### src/rtl/rf_gain_spi_ctl.sv
// rtl/rf_gain_spi_ctl.sv - ADL5201 gain-word SPI sequencer with break-before-make THR/BYPASS switching
module rf_gain_spi_ctl #(
    parameter int CLK_DIV      = 4,
    parameter int CS_SETUP     = 2,
    parameter int CS_HOLD      = 2,
    parameter int LATCH_CYCLES = 2,
    parameter int GAIN_MAX     = 63
) (
    input  logic       CLK,
    input  logic       RST,
    input  logic       GAIN_REQ,
    input  logic [5:0] GAIN_CODE,
    input  logic [1:0] PATH_SEL,
    output logic       BUSY,
    output logic       DONE,
    output logic       CH_AMP1_THR,
    output logic       CH_AMP1_BYPASS,
    output logic       CH_AMP2_THR,
    output logic       CH_AMP2_BYPASS,
    output logic       CH_5201_CS,
    output logic       CH_5201_SCLK,
    output logic       CH_5201_SDIO,
    output logic       CH_5201_PM,
    output logic       CH_5201_LATCH
);

    typedef enum logic [2:0] {
        S_IDLE, S_SETUP, S_SHIFT, S_HOLD, S_BREAK, S_LATCH, S_DONE
    } state_t;

    localparam logic [7:0] DIV_LAST   = 8'(CLK_DIV - 1);
    localparam logic [7:0] SETUP_LAST = 8'(CS_SETUP - 1);
    localparam logic [7:0] HOLD_LAST  = 8'(CS_HOLD - 1);
    localparam logic [7:0] LATCH_LAST = 8'(LATCH_CYCLES - 1);
    localparam logic [5:0] GAIN_LIMIT = 6'(GAIN_MAX);

    state_t      state_q, state_d;
    logic [7:0]  cnt_q, cnt_d;
    logic [4:0]  bit_q, bit_d;
    logic        half_q, half_d;
    logic [15:0] shreg_q, shreg_d;
    logic [1:0]  path_q, path_d;
    logic [1:0]  thr_q, thr_d;
    logic [1:0]  byp_q, byp_d;
    logic        cs_n_q, cs_n_d;
    logic        sclk_q, sclk_d;
    logic        sdio_q, sdio_d;
    logic        latch_q, latch_d;
    logic        busy_q, busy_d;
    logic        done_q, done_d;
    logic        accept;
    logic        frame_active;
    logic [5:0]  gain_clamped;

    always_comb begin
        state_d      = state_q;
        cnt_d        = cnt_q + 8'd1;
        bit_d        = bit_q;
        half_d       = half_q;
        shreg_d      = shreg_q;
        path_d       = path_q;
        thr_d        = thr_q;
        byp_d        = byp_q;
        accept       = 1'b0;
        gain_clamped = (GAIN_CODE > GAIN_LIMIT) ? GAIN_LIMIT : GAIN_CODE;

        case (state_q)
            S_IDLE: begin
                cnt_d  = 8'd0;
                accept = GAIN_REQ;
            end
            S_SETUP: begin
                if (cnt_q == SETUP_LAST) begin
                    state_d = S_SHIFT;
                    cnt_d   = 8'd0;
                    half_d  = 1'b0;
                    bit_d   = 5'd0;
                end
            end
            S_SHIFT: begin
                if (cnt_q == DIV_LAST) begin
                    cnt_d = 8'd0;
                    if (!half_q) begin
                        half_d = 1'b1;
                    end else if (bit_q == 5'd15) begin
                        half_d  = 1'b0;
                        state_d = S_HOLD;
                    end else begin
                        // next bit appears on SDIO together with the new low half
                        half_d  = 1'b0;
                        bit_d   = bit_q + 5'd1;
                        shreg_d = {shreg_q[14:0], 1'b0};
                    end
                end
            end
            S_HOLD: begin
                if (cnt_q == HOLD_LAST) begin
                    state_d = S_BREAK;
                    cnt_d   = 8'd0;
                end
            end
            S_BREAK: begin
                state_d = S_LATCH;
                cnt_d   = 8'd0;
            end
            S_LATCH: begin
                if (cnt_q == LATCH_LAST) begin
                    state_d = S_DONE;
                end
            end
            S_DONE: begin
                state_d = S_IDLE;
                accept  = GAIN_REQ;
            end
            default: state_d = S_IDLE;
        endcase

        if (accept) begin
            state_d = S_SETUP;
            cnt_d   = 8'd0;
            shreg_d = {1'b0, 7'h00, 2'b00, gain_clamped};
            path_d  = PATH_SEL;
        end

        // open both switches for one cycle before closing the new path
        if (state_d == S_BREAK) begin
            thr_d = 2'b00;
            byp_d = 2'b00;
        end else if (state_d == S_LATCH && state_q == S_BREAK) begin
            thr_d = path_q;
            byp_d = ~path_q;
        end

        frame_active = (state_d == S_SETUP) || (state_d == S_SHIFT) || (state_d == S_HOLD);
        cs_n_d       = !frame_active;
        sclk_d       = (state_d == S_SHIFT) && half_d;
        sdio_d       = frame_active && shreg_d[15];
        latch_d      = (state_d == S_LATCH);
        busy_d       = (state_d != S_IDLE) && (state_d != S_DONE);
        done_d       = (state_d == S_DONE);
    end

    always_ff @(posedge CLK or posedge RST) begin
        if (RST) begin
            state_q <= S_IDLE;
            cnt_q   <= 8'd0;
            bit_q   <= 5'd0;
            half_q  <= 1'b0;
            shreg_q <= 16'd0;
            path_q  <= 2'b00;
            thr_q   <= 2'b00;
            byp_q   <= 2'b11;
            cs_n_q  <= 1'b1;
            sclk_q  <= 1'b0;
            sdio_q  <= 1'b0;
            latch_q <= 1'b0;
            busy_q  <= 1'b0;
            done_q  <= 1'b0;
        end else begin
            state_q <= state_d;
            cnt_q   <= cnt_d;
            bit_q   <= bit_d;
            half_q  <= half_d;
            shreg_q <= shreg_d;
            path_q  <= path_d;
            thr_q   <= thr_d;
            byp_q   <= byp_d;
            cs_n_q  <= cs_n_d;
            sclk_q  <= sclk_d;
            sdio_q  <= sdio_d;
            latch_q <= latch_d;
            busy_q  <= busy_d;
            done_q  <= done_d;
        end
    end

    assign BUSY           = busy_q;
    assign DONE           = done_q;
    assign CH_AMP1_THR    = thr_q[0];
    assign CH_AMP1_BYPASS = byp_q[0];
    assign CH_AMP2_THR    = thr_q[1];
    assign CH_AMP2_BYPASS = byp_q[1];
    assign CH_5201_CS     = cs_n_q;
    assign CH_5201_SCLK   = sclk_q;
    assign CH_5201_SDIO   = sdio_q;
    assign CH_5201_PM     = 1'b1;
    assign CH_5201_LATCH  = latch_q;

endmodule

### config.mk
export PLATFORM = sky130hd
export DESIGN_NAME = rf_gain_spi_ctl
export DESIGN_NICKNAME = d
export VERILOG_FILES = /design/src/rtl/rf_gain_spi_ctl.sv
export SDC_FILE = /design/constraint.sdc
export NUM_CORES = 1
export LEC_CHECK = 0
export ABC_AREA = 0
export BUFFER_PORTS_ARGS = -buffer_cell sky130_fd_sc_hd__buf_2
export CAP_MARGIN = 10
export CORE_MARGIN = 2
export CORE_UTILIZATION = 55
export CTS_CLUSTER_SIZE = 40
export DETAILED_ROUTE_END_ITERATION = 6
export GPL_TIMING_DRIVEN = 0
export PLACE_DENSITY = 0.81
export SETUP_SLACK_MARGIN = 0.3
export SLEW_MARGIN = 20
export SYNTH_ARGS = -nofsm -noshare
export SYNTH_HDL_FRONTEND = slang
export SYNTH_SLANG_ARGS = --single-unit
### constraint.sdc
create_clock -name CLK -period 3.9 [get_ports CLK]
set_clock_uncertainty 0.2 [all_clocks]
set_input_delay 0.78 -clock CLK [delete_from_list [all_inputs] [get_ports CLK]]
set_output_delay 0.78 -clock CLK [all_outputs]
set_load 0.01 [all_outputs]
==> report_table.html <==
<table>
<tr><th>Metric</th><th>Value</th></tr>
<tr><th colspan="2">Outcome</th></tr>
<tr><td>Result of the run</td><td>finished clean</td></tr>
<tr><th colspan="2">Synthesis</th></tr>
<tr><td>Synthesized cell area</td><td>about 2200 um^2</td></tr>
<tr><td>Number of distinct library cells after synthesis</td><td>between 40 and 50</td></tr>
<tr><td>Part of the Yosys area used for sequential elements</td><td>0.523</td></tr>
<tr><td>Flip-flop cell with the highest count after synthesis</td><td>dfrtp_1</td></tr>
<tr><td>Ys Warns</td><td>0</td></tr>
<tr><td>Mapped Nets</td><td>around 220</td></tr>
<tr><td>Cell count after synthesis</td><td>around 210</td></tr>
<tr><td>Mapped Avg Cell Area</td><td>about 10 um^2</td></tr>
<tr><td>Async SR Flop Fraction</td><td>1.00</td></tr>
<tr><td>Number of enable flip-flop cells after synthesis</td><td>0</td></tr>
<tr><td>Flops &amp; latches, synth</td><td>45</td></tr>
<tr><th colspan="2">Layout</th></tr>
<tr><td>Commonest cells after routing, fill and taps aside</td><td>42 x dfrtp_1, 30 x nor2_1, 23 x buf_2</td></tr>
<tr><td>Multi-input gate area in the final layout</td><td>around 930 um^2</td></tr>
<tr><td>Area Growth Syn to Fin</td><td>13.9%</td></tr>
<tr><td>Antenna fix cells</td><td>0</td></tr>
<tr><td>Share of post-route cells with drive strength above 1</td><td>0.190</td></tr>
<tr><td>Sequential standard cell area</td><td>between 1000 and 1500 um^2</td></tr>
<tr><td>Most common cell after layout, fill and taps aside</td><td>dfrtp_1</td></tr>
<tr><td>Final Instance Count excl. Fillers</td><td>285</td></tr>
<tr><td>Filler cell count in the final layout</td><td>297</td></tr>
<tr><td># nets final</td><td>around 250</td></tr>
<tr><th colspan="2">Drt</th></tr>
<tr><td>Detailed router's first-iteration violation count</td><td>69</td></tr>
<tr><td>Routed wire length</td><td>just over 4 mm</td></tr>
<tr><td>First drt pass iteration count</td><td>4</td></tr>
<tr><td>Via density per instance</td><td>around 5.5</td></tr>
<tr><td>Residual DRC</td><td>0</td></tr>
<tr><td>Vias</td><td>1,556</td></tr>
<tr><td>Antenna Nets Post-Route</td><td>0</td></tr>
<tr><td>Routed WL per cell</td><td>approximately 14 um</td></tr>
<tr><th colspan="2">Timing</th></tr>
<tr><td>Achievable clock frequency</td><td>between 400 and 500 MHz</td></tr>
<tr><td>Relative slew margins</td><td>0.579</td></tr>
<tr><td>Slew at the pin closest to its max-slew limit</td><td>0.630 ns</td></tr>
<tr><td>Final-report hold violation count</td><td>0</td></tr>
<tr><td>Final worst path period need</td><td>around 2.3 ns</td></tr>
<tr><td>Final setup fails</td><td>0</td></tr>
<tr><td>RSZ-0062 raised after global routing</td><td>no</td></tr>
<tr><td>Final number of max-transition violations</td><td>0</td></tr>
<tr><td>Final TNS setup</td><td>0 ns</td></tr>
<tr><td>Final worst-path cycle share</td><td>0.593</td></tr>
<tr><th colspan="2">Clock network</th></tr>
<tr><td>Post-CTS setup buffer count</td><td>0</td></tr>
<tr><td>Clock slew at reported path FFs</td><td>0.08 ns</td></tr>
<tr><td>Resized cells post-CTS</td><td>0</td></tr>
<tr><td>Clock tree sinks</td><td>45</td></tr>
<tr><td>Clock latency on the worst-skew pair</td><td>around 0.3 ns</td></tr>
<tr><td>Maximum root-to-sink buffer count</td><td>2</td></tr>
<tr><td>Clock buffers created by TritonCTS</td><td>5</td></tr>
<tr><td>Cts-stage hold buffer count</td><td>0</td></tr>
<tr><td>Root Buffer Master</td><td>clkbuf_8</td></tr>
<tr><td>CTS H-tree depth</td><td>2</td></tr>
<tr><td>CTS tree</td><td>yes</td></tr>
<tr><th colspan="2">Worst setup path</th></tr>
<tr><td>WP data required</td><td>between 3 and 4 ns</td></tr>
<tr><td>Arrival time reported for the critical path endpoint</td><td>2.31 ns</td></tr>
<tr><td>Most used cell along the critical path</td><td>ha_1</td></tr>
<tr><td>Crit-path cells</td><td>ha_1 -&gt; and3_1 -&gt; ha_1 -&gt; nor4bb_1 -&gt; or2_2 -&gt; nand2_1 -&gt; mux2_2</td></tr>
<tr><td>Endpoint class of the critical path</td><td>flop</td></tr>
<tr><td>Largest stage delay, worst path</td><td>about 0.40 ns</td></tr>
<tr><td>Worst Setup Path Type</td><td>flop to flop</td></tr>
<tr><td>Origin of the worst setup path</td><td>bit_q[0]$_DFFE_PP0P_</td></tr>
<tr><td>Crit path launch type</td><td>flop</td></tr>
<tr><td>CP Max Fanout</td><td>4</td></tr>
<tr><td>Slowest-stage cell, CP</td><td>dfrtp_1</td></tr>
<tr><td>Beginning of the worst register-to-register path</td><td>bit_q[0]$_DFFE_PP0P_</td></tr>
<tr><th colspan="2">Global route</th></tr>
<tr><td>Final global-route overflow total</td><td>0</td></tr>
<tr><td>Total routing resource utilization after global routing</td><td>0.214</td></tr>
<tr><td>Wire length of the first global-routing pass</td><td>between 6 and 7 mm</td></tr>
<tr><td>Vias in the first global route</td><td>1,448</td></tr>
<tr><td>Global-route track usage on met1</td><td>0.297</td></tr>
<tr><td>Global routing's busiest layer</td><td>met2</td></tr>
<tr><td>Maximum number of pins on one net before global-route repair</td><td>28</td></tr>
<tr><td>Number of antenna violations at the first check in global routing</td><td>0</td></tr>
<tr><td>Met2 track utilization from global routing</td><td>0.320</td></tr>
<tr><td>Met3 Use GR</td><td>0.0557</td></tr>
<tr><th colspan="2">Placed design</th></tr>
<tr><td>Weighted congestion at the end of routability-driven global placement</td><td>0.865</td></tr>
<tr><td>Number of input and output port buffers inserted</td><td>20</td></tr>
<tr><td>Placed wire-length estimate</td><td>approximately 2.9 mm</td></tr>
<tr><td>Instance count after placement with tap cells included</td><td>277</td></tr>
<tr><th colspan="2">Power</th></tr>
<tr><td>Cell Pwr Density</td><td>344 nW/um^2</td></tr>
<tr><td>Static leakage</td><td>about 0.0011 uW</td></tr>
<tr><td>VDD IR max</td><td>0.256 mV</td></tr>
<tr><td>Overall power</td><td>about 850 uW</td></tr>
<tr><th colspan="2">Floorplanning</th></tr>
<tr><td>Core area</td><td>~3700 um^2</td></tr>
<tr><td>Starting Density</td><td>0.582</td></tr>
<tr><td>Num rows</td><td>22</td></tr>
<tr><td>Die width</td><td>about 67 um</td></tr>
<tr><td>Height of the die</td><td>66.7 um</td></tr>
<tr><td>Number of placed I/O pins</td><td>22</td></tr>
<tr><td>Die area</td><td>around 4400 um^2</td></tr>
<tr><th colspan="2">Run</th></tr>
<tr><td>Number of maximum-capacitance constraint violations</td><td>0</td></tr>
<tr><th colspan="2">Worst hold path</th></tr>
<tr><td>Path category of the worst min-delay check</td><td>input port to async pin</td></tr>
</table>
## synthesized netlist by cell type, types with 2 or more instances
cell type	n	area (um^2)
nor3b_1	3	22.5
dfrtp_1	42	1050
nand4b_1	3	26.3
o21ai_1	2	10.0
nor2_1	30	113
nand3_1	9	45.0
nand2b_1	2	12.5
nor3_1	2	10.0
o21ai_0	8	40.0
xor2_1	7	61.3
nand2_1	15	56.3
buf_6	3	33.8
a311oi_1	2	17.5
a21oi_1	14	70.1
mux2i_1	16	160
inv_1	6	22.5
ha_1	4	50.1
dfstp_2	3	78.8
and3_1	4	25.0
clkbuf_1	5	18.8
buf_2	3	15.0
## per-stage QoR
| step | hold WS, ns | utilization | worst slack (ns) | area, um^2 |
|---|---|---|---|---|
| 2_1_floorplan | 0.215 | - | 1.78 | 2160 |
| 3_3_place_gp | 0.245 | 0.625 | 1.35 | 2320 |
| 3_5_place_dp | 0.253 | 0.630 | 1.59 | 2340 |
| 4_1_cts | 0.273 | 0.663 | 1.57 | 2460 |
| 5_1_grt | 0.293 | 0.663 | 1.38 | 2460 |
| 6_report | 0.257 | 0.663 | 1.59 | 2460 |
## power by group
group | leakage (uW) | internal, uW | switching, uW | total (uW)
Sequential | 0.000522 | 466 | 0 | 466
Clock | 0.0000574 | 208 | 155 | 363
Combinational | 0.000505 | 6.84 | 11.8 | 18.7
Total | 0.00108 | 681 | 167 | 848
## routing by layer
metal | part of all wire | wire [um] | vias to the layer above
met5 | 0 | 0 | -
met4 | 0.017 | 71 | 0
met3 | 0.042 | 173 | 6
met2 | 0.46 | 1880 | 37
met1 | 0.48 | 1970 | 734
li1 | - | - | 779
## flip-flops by register name, indices dropped and copies added, names as in the netlist
name / count
CH_5201_SDIO: 1
CH_5201_CS: 1
thr_q: 2
CH_5201_LATCH: 1
DONE: 1
CH_5201_SCLK: 1
bit_q: 5
cnt_q: 8
half_q: 1
state_q: 3
path_q: 2
byp_q: 2
shreg_q: 16
BUSY: 1
## area by class of cell
class	instances	area share
sequential	45	0.459
multi-input combinational	145	0.380
timing repair buffer	21	0.0488
clock buffer	6	0.0335
buffer	12	0.0305
tap	48	0.0244
clock inverter	2	0.0152
inverter	6	0.00915
## path summary, 6_finish.rpt
path                                              to  slack [ns]  depth (start not counted)
worst max-delay path            bit_q[0]$_DFFE_PP0P_        1.59                          7
worst min-delay path                  DONE$_DFF_PP0_        0.26                          2
worst max register to register  bit_q[0]$_DFFE_PP0P_        1.59                          7
worst min register to register  byp_q[0]$_DFFE_PP1P_        0.28                          1
max in group asynchronous       byp_q[0]$_DFFE_PP1P_        2.69                          3
min in group CLK                byp_q[0]$_DFFE_PP1P_        0.28                          1
## critical path: cells and delay by family (launching register included)
| family | cells | cell delay, ns |
|---|---|---|
| adders and majority gates | 2 | 0.47 |
| DFF | 1 | 0.40 |
| muxes | 1 | 0.27 |
| and+or+nand+nor | 4 | 0.86 |
## cell families after synthesis
kind of cell | count (synthesis) | synth area share
xor gates and xnor gates | 8 | 0.0324
muxes | 17 | 0.0793
adders and majority gates | 4 | 0.0231
DFF | 45 | 0.523
and+or+nand+nor | 81 | 0.201
AOI/OAI and AO/OA | 34 | 0.0943
other | 1 | 0.00173
buffers and inverters | 18 | 0.0451
No activity file was read; power rests on OpenSTA's default activity.
